### src/rtl/proc_imul_arbiter.sv
// Round-robin, sticky-grant arbiter sharing one iterative multiplier among p_num_reqs requesters.
// Optional grant/contention statistics are enabled with `define PROC_IMUL_ARB_STATS_EN.
`timescale 1ns/1ps
module proc_imul_arbiter #(
  parameter int p_num_reqs   = 2,
  parameter int p_req_nbits  = 64,
  parameter int p_resp_nbits = 32
) (
  input  logic                              clk,
  input  logic                              reset,
  input  logic [p_num_reqs-1:0]             req_val,
  output logic [p_num_reqs-1:0]             req_rdy,
  input  logic [p_num_reqs*p_req_nbits-1:0] req_msg,
  output logic [p_num_reqs-1:0]             resp_val,
  input  logic [p_num_reqs-1:0]             resp_rdy,
  output logic [p_resp_nbits-1:0]           resp_msg,
  output logic                              mul_req_val,
  input  logic                              mul_req_rdy,
  output logic [p_req_nbits-1:0]            mul_req_msg,
  input  logic                              mul_resp_val,
  output logic                              mul_resp_rdy,
  input  logic [p_resp_nbits-1:0]           mul_resp_msg,
  output logic                              busy,
  output logic [1:0]                        owner
`ifdef PROC_IMUL_ARB_STATS_EN
  ,
  output logic [p_num_reqs*16-1:0]          stat_grants,
  output logic [15:0]                       stat_contention
`endif
);

  localparam int unsigned N = p_num_reqs;

  typedef enum logic [1:0] {IDLE = 2'd0, GRANT = 2'd1, WAIT = 2'd2} state_e;

  state_e     state_q, state_d;
  logic [1:0] owner_q, owner_d;
  logic [1:0] rr_q, rr_d;
  logic [1:0] win;
  logic       win_vld;
  logic [1:0] sel;
  logic       sel_vld;
  logic       req_fire;
  logic       resp_fire;

  // Rotating priority scan starting at rr_q.
  always_comb begin
    win     = '0;
    win_vld = 1'b0;
    for (int unsigned k = 0; k < N; k++) begin
      if (!win_vld && req_val[(32'(rr_q) + k) % N]) begin
        win     = 2'((32'(rr_q) + k) % N);
        win_vld = 1'b1;
      end
    end
  end

  // Requester presented to the multiplier: fresh winner in IDLE, held owner in GRANT.
  always_comb begin
    sel     = (state_q == IDLE) ? win : owner_q;
    sel_vld = (state_q == IDLE) ? win_vld : (state_q == GRANT);
  end

  always_ff @(posedge clk or negedge reset) begin
    if (!reset) begin
      state_q <= IDLE;
      owner_q <= '0;
      rr_q    <= '0;
    end else begin
      state_q <= state_d;
      owner_q <= owner_d;
      rr_q    <= rr_d;
    end
  end

  always_comb begin
    state_d = state_q;
    owner_d = owner_q;
    rr_d    = rr_q;
    case (state_q)
      IDLE: begin
        if (win_vld) begin
          owner_d = win;
          state_d = req_fire ? WAIT : GRANT;
        end
      end
      GRANT: begin
        if (req_fire) state_d = WAIT;
      end
      WAIT: begin
        if (resp_fire) begin
          state_d = IDLE;
          rr_d    = (32'(owner_q) == N - 1) ? '0 : owner_q + 2'd1;
        end
      end
      default: state_d = IDLE;
    endcase
  end

  always_comb begin
    req_rdy      = '0;
    resp_val     = '0;
    resp_msg     = '0;
    mul_req_val  = 1'b0;
    mul_req_msg  = '0;
    mul_resp_rdy = 1'b0;
    case (state_q)
      IDLE, GRANT: begin
        for (int unsigned i = 0; i < N; i++) begin
          if (sel_vld && i == 32'(sel)) begin
            mul_req_val = req_val[i];
            mul_req_msg = req_msg[i*p_req_nbits +: p_req_nbits];
            req_rdy[i]  = mul_req_rdy;
          end
        end
      end
      WAIT: begin
        for (int unsigned i = 0; i < N; i++) begin
          if (i == 32'(owner_q)) begin
            resp_val[i]  = mul_resp_val;
            mul_resp_rdy = resp_rdy[i];
          end
        end
        resp_msg = mul_resp_msg;
      end
      default: ;
    endcase
  end

  assign req_fire  = mul_req_val & mul_req_rdy;
  assign resp_fire = mul_resp_val & mul_resp_rdy;
  assign busy      = (state_q != IDLE);
  assign owner     = owner_q;

`ifdef PROC_IMUL_ARB_STATS_EN
  logic [15:0] grant_q [p_num_reqs];
  logic [15:0] cont_q;
  logic        contended;

  assign contended = (state_q != WAIT) && ($countones(req_val) > 1);

  always_ff @(posedge clk or negedge reset) begin
    if (!reset) begin
      for (int unsigned i = 0; i < N; i++) grant_q[i] <= '0;
      cont_q <= '0;
    end else begin
      for (int unsigned i = 0; i < N; i++) begin
        if (req_fire && i == 32'(sel) && grant_q[i] != '1) grant_q[i] <= grant_q[i] + 16'd1;
      end
      if (contended && cont_q != '1) cont_q <= cont_q + 16'd1;
    end
  end

  always_comb begin
    stat_grants = '0;
    for (int unsigned i = 0; i < N; i++) stat_grants[i*16 +: 16] = grant_q[i];
  end

  assign stat_contention = cont_q;
`endif

endmodule

### config.mk
export PLATFORM = sky130hd
export DESIGN_NAME = proc_imul_arbiter
export DESIGN_NICKNAME = d
export VERILOG_FILES = /design/src/rtl/proc_imul_arbiter.sv
export SDC_FILE = /design/constraint.sdc
export NUM_CORES = 1
export LEC_CHECK = 0
export ABC_AREA = 1
export BUFFER_PORTS_ARGS = -buffer_cell sky130_fd_sc_hd__buf_4
export CAP_MARGIN = 0
export CORE_AREA = 2 2 105 107
export CTS_BUF_LIST = sky130_fd_sc_hd__clkbuf_16
export DETAILED_ROUTE_END_ITERATION = 12
export DIE_AREA = 0 0 107 109
export GPL_ROUTABILITY_DRIVEN = 0
export PLACE_DENSITY = 0.6
export SETUP_SLACK_MARGIN = 0.02
export SYNTH_ARGS = -nofsm -noshare
export SYNTH_HDL_FRONTEND = slang
export SYNTH_SLANG_ARGS = --single-unit
export TNS_END_PERCENT = 10
### constraint.sdc
create_clock -name clk -period 3.39 [get_ports clk]
set_clock_uncertainty 0.15 [all_clocks]
set_input_delay 0 -clock clk [delete_from_list [all_inputs] [get_ports clk]]
set_output_delay 0 -clock clk [all_outputs]
set_load 0.1 [all_outputs]
======== After elaboration in Yosys (flattened, before gate mapping) ========
Cells that the tools add are included.
word-level totals
  register bits after elaboration ......... 4
  input port bits ......................... 168
  output and inout bits ................... 105
  word-level logic and storage cells ...... 61
operators by class
  add/sub/neg operators ................... 2
  $lt $le $gt $ge ......................... 2
  eq/ne operators ......................... 8
  multiplexer cells ....................... 32
  bitwise operators ....................... 2
  reduce and logical (&&, ||, !) cells .... 12
operators with widths
  operator             count
  $mux 64              3
  $mux 32              1
  $mux 1               21
  $mux 2               6
  $logic_not 2->1      3
  $ne 2x2->1 const B   3
  $pmux 2 s3           1
  $lt 1x2->1 const B   2
  $reduce_and 2->1     2
  $logic_and 1x1->1    3
  $reduce_and 3->1     1
  $add 1x1->1 const B  2
  $and 1x1->1          2
  $eq 1x2->1 const A   1
  $eq 2x1->1 const B   1
  $eq 2x2->1 const B   1
  $reduce_bool 2->1    1
  $reduce_or 2->1      1
  $eq 1x1->1 const A   1
  $eq 1x1->1 const B   1
  $logic_not 1->1      1

======== Depth between registers and ports, before layout ========
Gate-level depths: netlist of the first run.
  depth after elaboration ................. 16
  depth in mapped cells ................... 10
  depth with buffers taken out ............ 9

======== Worst setup path before layout of the first run ========
Ideal clock, no wire load.
  kind .................................... reg2out
  start ................................... reg owner_q[0] (netlist: owner[0])
  end ..................................... out req_rdy[1]
  data arrival time ....................... 3514 ps
  required time ........................... 3240 ps
  path slack .............................. -274 ps
  stages on the path, launching flop included .. 6
  cells stage by stage .................... dfrtp_1 -> inv_1 -> nand2_1 -> nand2_2 -> buf_2 -> nor3_1
on the way
  cells in the longest elaborated chain, start to end .. 5
RTL lines
  element                 RTL line  source
  start, declared         37        logic [1:0] owner_q, owner_d;
  start signal, assigned  71        owner_q <= owner_d;
  $mux 1                  60        sel = (state_q == IDLE) ? win : owner_q;
  $eq 1x2->1              110       if (sel_vld && i == 32'(sel)) begin
  $logic_and 1x1->1       110
  $mux 1                  110
  $mux 2                  107       case (state_q)
  end, declared           12        output logic [p_num_reqs-1:0] req_rdy,
No other way between the ends.

======== Final worst setup path of the first run ========
  start ................................... reg state_q[1]
  end ..................................... reg state_q[0]
on the way
  cells in the longest elaborated chain, start to end .. 11
  elaborated cells between the ends (all ways) .. 23
  classes of those cells .................. eq/ne (6); mux (9); bitwise (2); reduce/logical (6)
RTL lines
  element                 RTL line  source
  start, declared         36        state_e state_q, state_d;
  start signal, assigned  70        state_q <= state_d;
  $logic_not 2->1         --
  $mux 1                  60
  $logic_not 2->1         110
  $logic_and 1x1->1       110
  $mux 1 (2 in series)    110
  $mux 1                  107
  $and 1x1->1             130       assign req_fire = mul_req_val & mul_req_rdy;
  $mux 2                  84        state_d = req_fire ? WAIT : GRANT;
  $mux 2                  82        if (win_vld) begin
  $pmux 2 s3              80        case (state_q)
Parallel ways exist; a longest one is shown, timed or not. The select of a mux whose other input is x is not followed.
A chain may end at the register's enable or synchronous reset.

==> run_summary.xml, run 1 <==
<?xml version="1.0" encoding="UTF-8"?>
<metrics>
  <group name="timing">
    <metric name="timing_max_transition_violations_final" unit="">0</metric>
    <metric name="setup_viol_count_final" unit="">0</metric>
    <metric name="finalCritPeriodShare" unit="">0.725</metric>
    <metric name="maxClockFrequency" unit="MHz">407</metric>
    <metric name="timing.max_slew.rel_slack" unit="">0.404</metric>
    <metric name="period_minus_slack" unit="ns">2.46</metric>
    <metric name="hold_viol" unit="">0</metric>
    <metric name="rsz0062_at_grt" unit="">false</metric>
    <metric name="tightestPinTransition" unit="ns">0.895</metric>
  </group>
  <group name="flow_run">
    <metric name="maxCapViolations" unit="">0</metric>
  </group>
  <group name="cts">
    <metric name="path_clk_slew" unit="ns">0.03</metric>
    <metric name="cts_inserted_buffers" unit="">3</metric>
    <metric name="cts_root_buf" unit="">sky130_fd_sc_hd__clkbuf_16</metric>
    <metric name="cts_resized" unit="">0</metric>
    <metric name="tritoncts" unit="">built</metric>
    <metric name="number_of_levels_the_h_tree_was_split_into" unit="">1</metric>
    <metric name="cts_setup_buffers" unit="">0</metric>
    <metric name="cts_buffer_depth" unit="">2</metric>
    <metric name="cts-hold-fix-buffers" unit="">7</metric>
    <metric name="clk_latency_worst_skew_pair" unit="ns">0.22</metric>
    <metric name="cts.sinks" unit="">4</metric>
  </group>
  <group name="global_routing">
    <metric name="grt_pass1_vias" unit="">2666</metric>
    <metric name="groute.usage.overall" unit="">0.129</metric>
    <metric name="grt_pass1_wl" unit="um">12400</metric>
    <metric name="grt_start_max_net_pins" unit="">99</metric>
    <metric name="antenna_found_initial" unit="">0</metric>
    <metric name="grt.overflow.total" unit="">0</metric>
  </group>
  <group name="die">
    <metric name="floorplan.initialDensity" unit="">0.158</metric>
    <metric name="floorplan.die.width" unit="um">107</metric>
    <metric name="die_height" unit="um">109</metric>
    <metric name="rows" unit="">38</metric>
    <metric name="design.portCount" unit="">273</metric>
    <metric name="floorplan.core_area" unit="um2">10600</metric>
    <metric name="die-area" unit="um2">11700</metric>
  </group>
  <group name="detailed_routing">
    <metric name="drt_wl_total" unit="um">8590</metric>
    <metric name="final_antenna_net_count" unit="">0</metric>
    <metric name="dr_total_vias" unit="">3071</metric>
    <metric name="drc" unit="">0</metric>
    <metric name="avgRoutedWirePerCell" unit="um">11.8</metric>
    <metric name="drtIter0Drc" unit="">256</metric>
    <metric name="detail_route.first_pass.iterations" unit="">4</metric>
    <metric name="vias_per_cell" unit="">4.23</metric>
  </group>
  <group name="synthesis">
    <metric name="synth-main-ff-cell" unit="">sky130_fd_sc_hd__dfrtp_1</metric>
    <metric name="post_synth_num_cell_types" unit="">21</metric>
    <metric name="ys_top_cells_by_area" unit="">sky130_fd_sc_hd__nand3_1 (36%), sky130_fd_sc_hd__nand2_1 (17%), sky130_fd_sc_hd__inv_1 (8.3%)</metric>
    <metric name="synth_top_area_cell" unit="">sky130_fd_sc_hd__nand3_1</metric>
    <metric name="synthCells" unit="">333</metric>
    <metric name="yosysMostFrequentCell" unit="">sky130_fd_sc_hd__nand3_1</metric>
    <metric name="yosysWarningCount" unit="">0</metric>
    <metric name="postSynth.asyncResetShare" unit="">1.00</metric>
    <metric name="mappedNetlistArea" unit="um2">1680</metric>
    <metric name="synth_edf_count" unit="">0</metric>
    <metric name="synth-seq-cells" unit="">4</metric>
    <metric name="seq_area_frac_synth" unit="">0.0597</metric>
    <metric name="ys_top_cells_by_count" unit="">sky130_fd_sc_hd__nand3_1 (121), sky130_fd_sc_hd__nand2_1 (76), sky130_fd_sc_hd__inv_1 (37)</metric>
    <metric name="netlist.area_leader.share" unit="">0.361</metric>
    <metric name="post_synth.cell_area_avg" unit="um2">5.03</metric>
    <metric name="synth.net_count" unit="">501</metric>
  </group>
  <group name="finish">
    <metric name="n_antenna_cell" unit="">0</metric>
    <metric name="num-fill-cells" unit="">1106</metric>
    <metric name="fin_util" unit="">0.366</metric>
    <metric name="drive_above_1_share" unit="">0.509</metric>
    <metric name="fin_nets" unit="">756</metric>
    <metric name="area_growth" unit="%">131</metric>
  </group>
  <group name="setup_path">
    <metric name="cp_max_fo" unit="">44</metric>
    <metric name="worst-path-stages" unit="">8</metric>
    <metric name="critical-path-top-cell-by-count" unit="">sky130_fd_sc_hd__nand2_2</metric>
    <metric name="critPathSlowestCell" unit="">sky130_fd_sc_hd__dlygate4sd3_1</metric>
    <metric name="critPathArrivalTime" unit="ns">2.41</metric>
    <metric name="timing_worst_setup_path_type" unit="">reg2reg</metric>
    <metric name="crit_chain" unit="">nor2_2, nand3_1, nand2_2, buf_12, nand3_2, nand2_2, a21oi_1, dlygate4sd3_1</metric>
    <metric name="worst_path_dominant_cell_family" unit="">simple AND/OR/NAND/NOR gates</metric>
    <metric name="timing.critical_path.to_type" unit="">flop</metric>
    <metric name="r2r_start" unit="">state_q[1]</metric>
    <metric name="regToRegSetupSlack" unit="ns">0.93</metric>
    <metric name="worstPathRequired" unit="ns">3.34</metric>
    <metric name="slowest_delay" unit="ns">0.55</metric>
    <metric name="start_kind" unit="">flop</metric>
    <metric name="worstReg2RegEnd" unit="">state_q[0]</metric>
    <metric name="r2r.worst_path.cells" unit="">8</metric>
    <metric name="timing.critical_path.buf_inv" unit="">2</metric>
  </group>
  <group name="status">
    <metric name="outcome" unit="">complete, no violations</metric>
  </group>
  <group name="hold_path">
    <metric name="holdPathStages" unit="">5</metric>
    <metric name="timing.hold.worst.class" unit="">in2reg</metric>
    <metric name="min_from" unit="">req_val[1]</metric>
    <metric name="worst_hold_path.endpoint" unit="">state_q[1]</metric>
  </group>
  <group name="placed_design">
    <metric name="io_buffers" unit="">271</metric>
    <metric name="dpl.hpwl" unit="um">6750</metric>
  </group>
</metrics>
[metrics by stage]
| step | cells | TNS [ns] | worst slack, ns | hold slack, ns | cell area [um2] |
|---|---|---|---|---|---|
| 2_1_floorplan | 333 | -0.0132 | -0.0130 | -0.446 | 1680 |
| 3_3_place_gp | 716 | 0 | 1.34 | -0.352 | 3740 |
| 3_5_place_dp | 716 | 0 | 1.33 | -0.350 | 3740 |
| 4_1_cts | 726 | 0 | 0.918 | 0.0337 | 3880 |
| 5_1_grt | 726 | 0 | 0.712 | 0.0779 | 3880 |
| 6_report | 726 | 0 | 0.932 | 0.0388 | 3880 |
[sequential cells by signal, summed over array words and instances, names as in the netlist]
name and count:
rr_q 1, owner 1, state_q 2
[worst max-delay path by stage]
stage                     startpoint         endpoint  slack [ns]
after detailed placement  state_q[1]  mul_req_msg[50]        1.33
after global routing      state_q[1]       state_q[0]        0.71
final                     state_q[1]       state_q[0]        0.93
after global placement    state_q[1]  mul_req_msg[50]        1.34
after CTS                 state_q[1]       state_q[0]        0.92
after floorplan             owner[0]       req_rdy[0]       -0.01
[cell families after synthesis]
logic type / synth area share
and+or+nand+nor: 0.705
other: 0.00224
DFF: 0.0597
AOI/OAI and AO/OA: 0.0157
buffers and inverters: 0.217
[per-layer routing]
layer / GRT usage / routed length [um] / part of all wire
met5: 0 / 0 / 0
met3: 0.0221 / 723 / 0.084
met4: 0.0315 / 70 / 0.0081
met1: 0.152 / 3270 / 0.38
met2: 0.242 / 4530 / 0.53
[cell type report]
type	instances	area (um2)	share of cell area
clock buffer	3	75.1	0.0193
timing repair buffer	282	2160	0.556
multi-input combinational	256	1220	0.314
inverter	41	154	0.0397
tap	140	175	0.0451
sequential	4	100	0.0258
[cell usage in the layout (no fill, tap or decap)]
master / instances
sky130_fd_sc_hd__nand2_1: 76
sky130_fd_sc_hd__nor3_2: 1
sky130_fd_sc_hd__a21oi_1: 1
sky130_fd_sc_hd__nor2_1: 34
sky130_fd_sc_hd__inv_1: 37
sky130_fd_sc_hd__nor3_1: 3
sky130_fd_sc_hd__nand3_1: 121
sky130_fd_sc_hd__dfrtp_1: 4
sky130_fd_sc_hd__nand3_2: 10
sky130_fd_sc_hd__or2_0: 1
sky130_fd_sc_hd__nand2_2: 3
sky130_fd_sc_hd__clkbuf_16: 3
sky130_fd_sc_hd__inv_2: 4
sky130_fd_sc_hd__nor2_2: 1
sky130_fd_sc_hd__conb_1: 1
sky130_fd_sc_hd__or2_1: 1
sky130_fd_sc_hd__o21ai_1: 1
sky130_fd_sc_hd__buf_4: 273
sky130_fd_sc_hd__and3_1: 1
sky130_fd_sc_hd__a21oi_4: 1
sky130_fd_sc_hd__dlygate4sd3_1: 7
sky130_fd_sc_hd__buf_12: 2
[worst min-delay path, cell delays in order]
cell and delay, ns:
sky130_fd_sc_hd__buf_4 0.11, sky130_fd_sc_hd__nand3_2 0.07, sky130_fd_sc_hd__nand2_2 0.09, sky130_fd_sc_hd__nand2_1 0.06, sky130_fd_sc_hd__nand2_1 0.05
Power of run 1 is not shown: default switching activity piles up to over one toggle a cycle in this logic, so the estimate is an artifact.
==> run 2, diff against run 1 <==
Settings changed: PLACE_DENSITY 0.6 to 0.62.
Clock period 3.39 ns to 2.2 ns, I/O delays scaled along.
==> run 2 against run 1 <==
  * Setup slack got worse by 0.79 ns
  * Clock-buffer cell count unchanged
  * Global-route usage increased by 0.33 points
  * Non-clock buffer count increased by 1
  * Critical endpoint is now mul_req_msg[0]
==> run_summary.xml, run 2 (synthesized netlist as in run 1, its figures left out) <==
<?xml version="1.0" encoding="UTF-8"?>
<metrics>
  <group name="setup_path">
    <metric name="critPathSlowestCell" unit="">sky130_fd_sc_hd__dfrtp_1</metric>
    <metric name="cp_max_fo" unit="">20</metric>
    <metric name="critPathArrivalTime" unit="ns">1.90</metric>
    <metric name="worstPathRequired" unit="ns">2.05</metric>
    <metric name="timing.critical_path.buf_inv" unit="">2</metric>
    <metric name="critical-path-top-cell-by-count" unit="">sky130_fd_sc_hd__nand3_1</metric>
    <metric name="timing_worst_setup_path_type" unit="">reg2out</metric>
    <metric name="timing.critical_path.to_type" unit="">primary output</metric>
    <metric name="worst_path_dominant_cell_family" unit="">simple AND/OR/NAND/NOR gates</metric>
    <metric name="slowest_delay" unit="ns">0.41</metric>
    <metric name="crit_chain" unit="">nor2_2, nand3_1, nand2_4, buf_12, nand3_1, nand2_1, buf_4</metric>
    <metric name="start_kind" unit="">flop</metric>
  </group>
  <group name="detailed_routing">
    <metric name="dr_total_vias" unit="">3107</metric>
    <metric name="drtIter0Drc" unit="">224</metric>
    <metric name="avgRoutedWirePerCell" unit="um">11.9</metric>
    <metric name="detail_route.first_pass.iterations" unit="">5</metric>
    <metric name="drc" unit="">0</metric>
    <metric name="vias_per_cell" unit="">4.27</metric>
    <metric name="final_antenna_net_count" unit="">0</metric>
    <metric name="drt_wl_total" unit="um">8630</metric>
  </group>
  <group name="global_routing">
    <metric name="grt.overflow.total" unit="">0</metric>
    <metric name="groute.usage.overall" unit="">0.132</metric>
    <metric name="grt_start_max_net_pins" unit="">88</metric>
    <metric name="grt_pass1_wl" unit="um">12700</metric>
    <metric name="grt_pass1_vias" unit="">2776</metric>
    <metric name="antenna_found_initial" unit="">0</metric>
  </group>
  <group name="finish">
    <metric name="top_library_cells_by_usage_in_the_layout_fill_and_taps_aside" unit="">sky130_fd_sc_hd__buf_4 (272), sky130_fd_sc_hd__nand3_1 (121), sky130_fd_sc_hd__nand2_1 (72)</metric>
    <metric name="largest_register_ff_count" unit="">2</metric>
    <metric name="area_growth" unit="%">136</metric>
    <metric name="final_cell_area" unit="um2">3960</metric>
    <metric name="n_antenna_cell" unit="">0</metric>
    <metric name="fin_nets" unit="">757</metric>
    <metric name="final_common_cell" unit="">sky130_fd_sc_hd__buf_4</metric>
    <metric name="drive_above_1_share" unit="">0.526</metric>
    <metric name="max_flop_register" unit="">state_q</metric>
  </group>
  <group name="timing">
    <metric name="period_minus_slack" unit="ns">2.05</metric>
    <metric name="timing_max_transition_violations_final" unit="">0</metric>
    <metric name="timing.setup.tns" unit="ns">0</metric>
    <metric name="rsz0062_at_grt" unit="">true</metric>
    <metric name="finalCritPeriodShare" unit="">0.934</metric>
    <metric name="timing.max_slew.rel_slack" unit="">0.639</metric>
    <metric name="hold_viol" unit="">0</metric>
    <metric name="setup_viol_count_final" unit="">0</metric>
    <metric name="maxClockFrequency" unit="MHz">487</metric>
    <metric name="tightestPinTransition" unit="ns">0.540</metric>
  </group>
  <group name="die">
    <metric name="floorplan.core_area" unit="um2">10600</metric>
    <metric name="floorplan.die.width" unit="um">107</metric>
    <metric name="design.portCount" unit="">273</metric>
    <metric name="die-area" unit="um2">11700</metric>
    <metric name="rows" unit="">38</metric>
    <metric name="die_height" unit="um">109</metric>
    <metric name="floorplan.initialDensity" unit="">0.158</metric>
  </group>
  <group name="cts">
    <metric name="number_of_levels_the_h_tree_was_split_into" unit="">1</metric>
    <metric name="cts_root_buf" unit="">sky130_fd_sc_hd__clkbuf_16</metric>
    <metric name="path_clk_slew" unit="ns">0.03</metric>
    <metric name="cts.sinks" unit="">4</metric>
    <metric name="cts_inserted_buffers" unit="">3</metric>
    <metric name="clk_latency_worst_skew_pair" unit="ns">0.22</metric>
    <metric name="tritoncts" unit="">built</metric>
    <metric name="cts_setup_buffers" unit="">0</metric>
    <metric name="cts_buffer_depth" unit="">2</metric>
  </group>
  <group name="status">
    <metric name="outcome" unit="">complete, no violations</metric>
  </group>
  <group name="hold_path">
    <metric name="timing.hold.worst.class" unit="">in2reg</metric>
  </group>
  <group name="flow_run">
    <metric name="maxCapViolations" unit="">0</metric>
  </group>
  <group name="placed_design">
    <metric name="place_area" unit="um2">3820</metric>
    <metric name="io_buffers" unit="">271</metric>
    <metric name="dpl.hpwl" unit="um">6970</metric>
  </group>
</metrics>
## run 2: cell count changes in the layout (fill, tap and decap cells not counted), sizes merged
cell,delta
inv,+1
buf,+2
dlygate4sd3,-1
## run 2: worst reg2reg max path: stages, from the launching register on
cell and delay, ns:
sky130_fd_sc_hd__dfrtp_1 0.41, sky130_fd_sc_hd__nor2_2 0.18, sky130_fd_sc_hd__nand3_1 0.14, sky130_fd_sc_hd__nand2_4 0.24, sky130_fd_sc_hd__buf_12 0.21, sky130_fd_sc_hd__nand3_2 0.09, sky130_fd_sc_hd__nand2_2 0.09, sky130_fd_sc_hd__a21oi_1 0.06
## run 2: repair_timing
action                                 in CTS  in global routing
hold buffers                                6                  0
setup endpoints to repair                   1                  3
resized for setup                           1                  1
endpoints found under the hold margin       8                  0
pin swaps                                   0                  1
## run 2: final cells by class
type	count	area, um2
inverters	41	154
clock inverters	1	3.75
well taps	140	175
repair buffers	283	2190
flip-flops and latches	4	101
clock buffers	3	75.1
fillers	1087	6640
multi-input cells	256	1260
## run 2: layer usage
layer | up-vias | GRT usage | wire, um
met5 | - | 0 | 0
met4 | 0 | 0.0445 | 196
met3 | 16 | 0.0299 | 872
met2 | 181 | 0.255 | 4500
met1 | 1334 | 0.141 | 3060
li1 | 1576 | - | -
## run 2: worst paths after layout
path                            cells after the start        from             end  slack [ns]
min in group asynchronous                           3       reset      state_q[1]        0.57
worst min register to register                      2     rr_q[0]         rr_q[0]        0.36
worst max register to register                      7  state_q[1]      state_q[0]        0.50
max in group asynchronous                           3       reset        owner[0]        1.13
worst max-delay path                                7  state_q[1]  mul_req_msg[0]        0.15
worst min-delay path                                4  req_val[1]      state_q[0]       0.006
## run 2: stage by stage
| step | hold slack (ns) | instances | setup WS (ns) | util |
|---|---|---|---|---|
| after floorplan | -0.446 | 333 | -0.105 | - |
| final | 0.00554 | 728 | 0.146 | 0.374 |
| after global placement | -0.353 | 718 | 0.277 | 0.360 |
| after CTS | 0.00750 | 728 | 0.123 | 0.373 |
| after detailed placement | -0.349 | 718 | 0.249 | 0.360 |
| after global routing | 0.0442 | 728 | 0.0182 | 0.374 |
Power of run 2 is left out for the same reason.
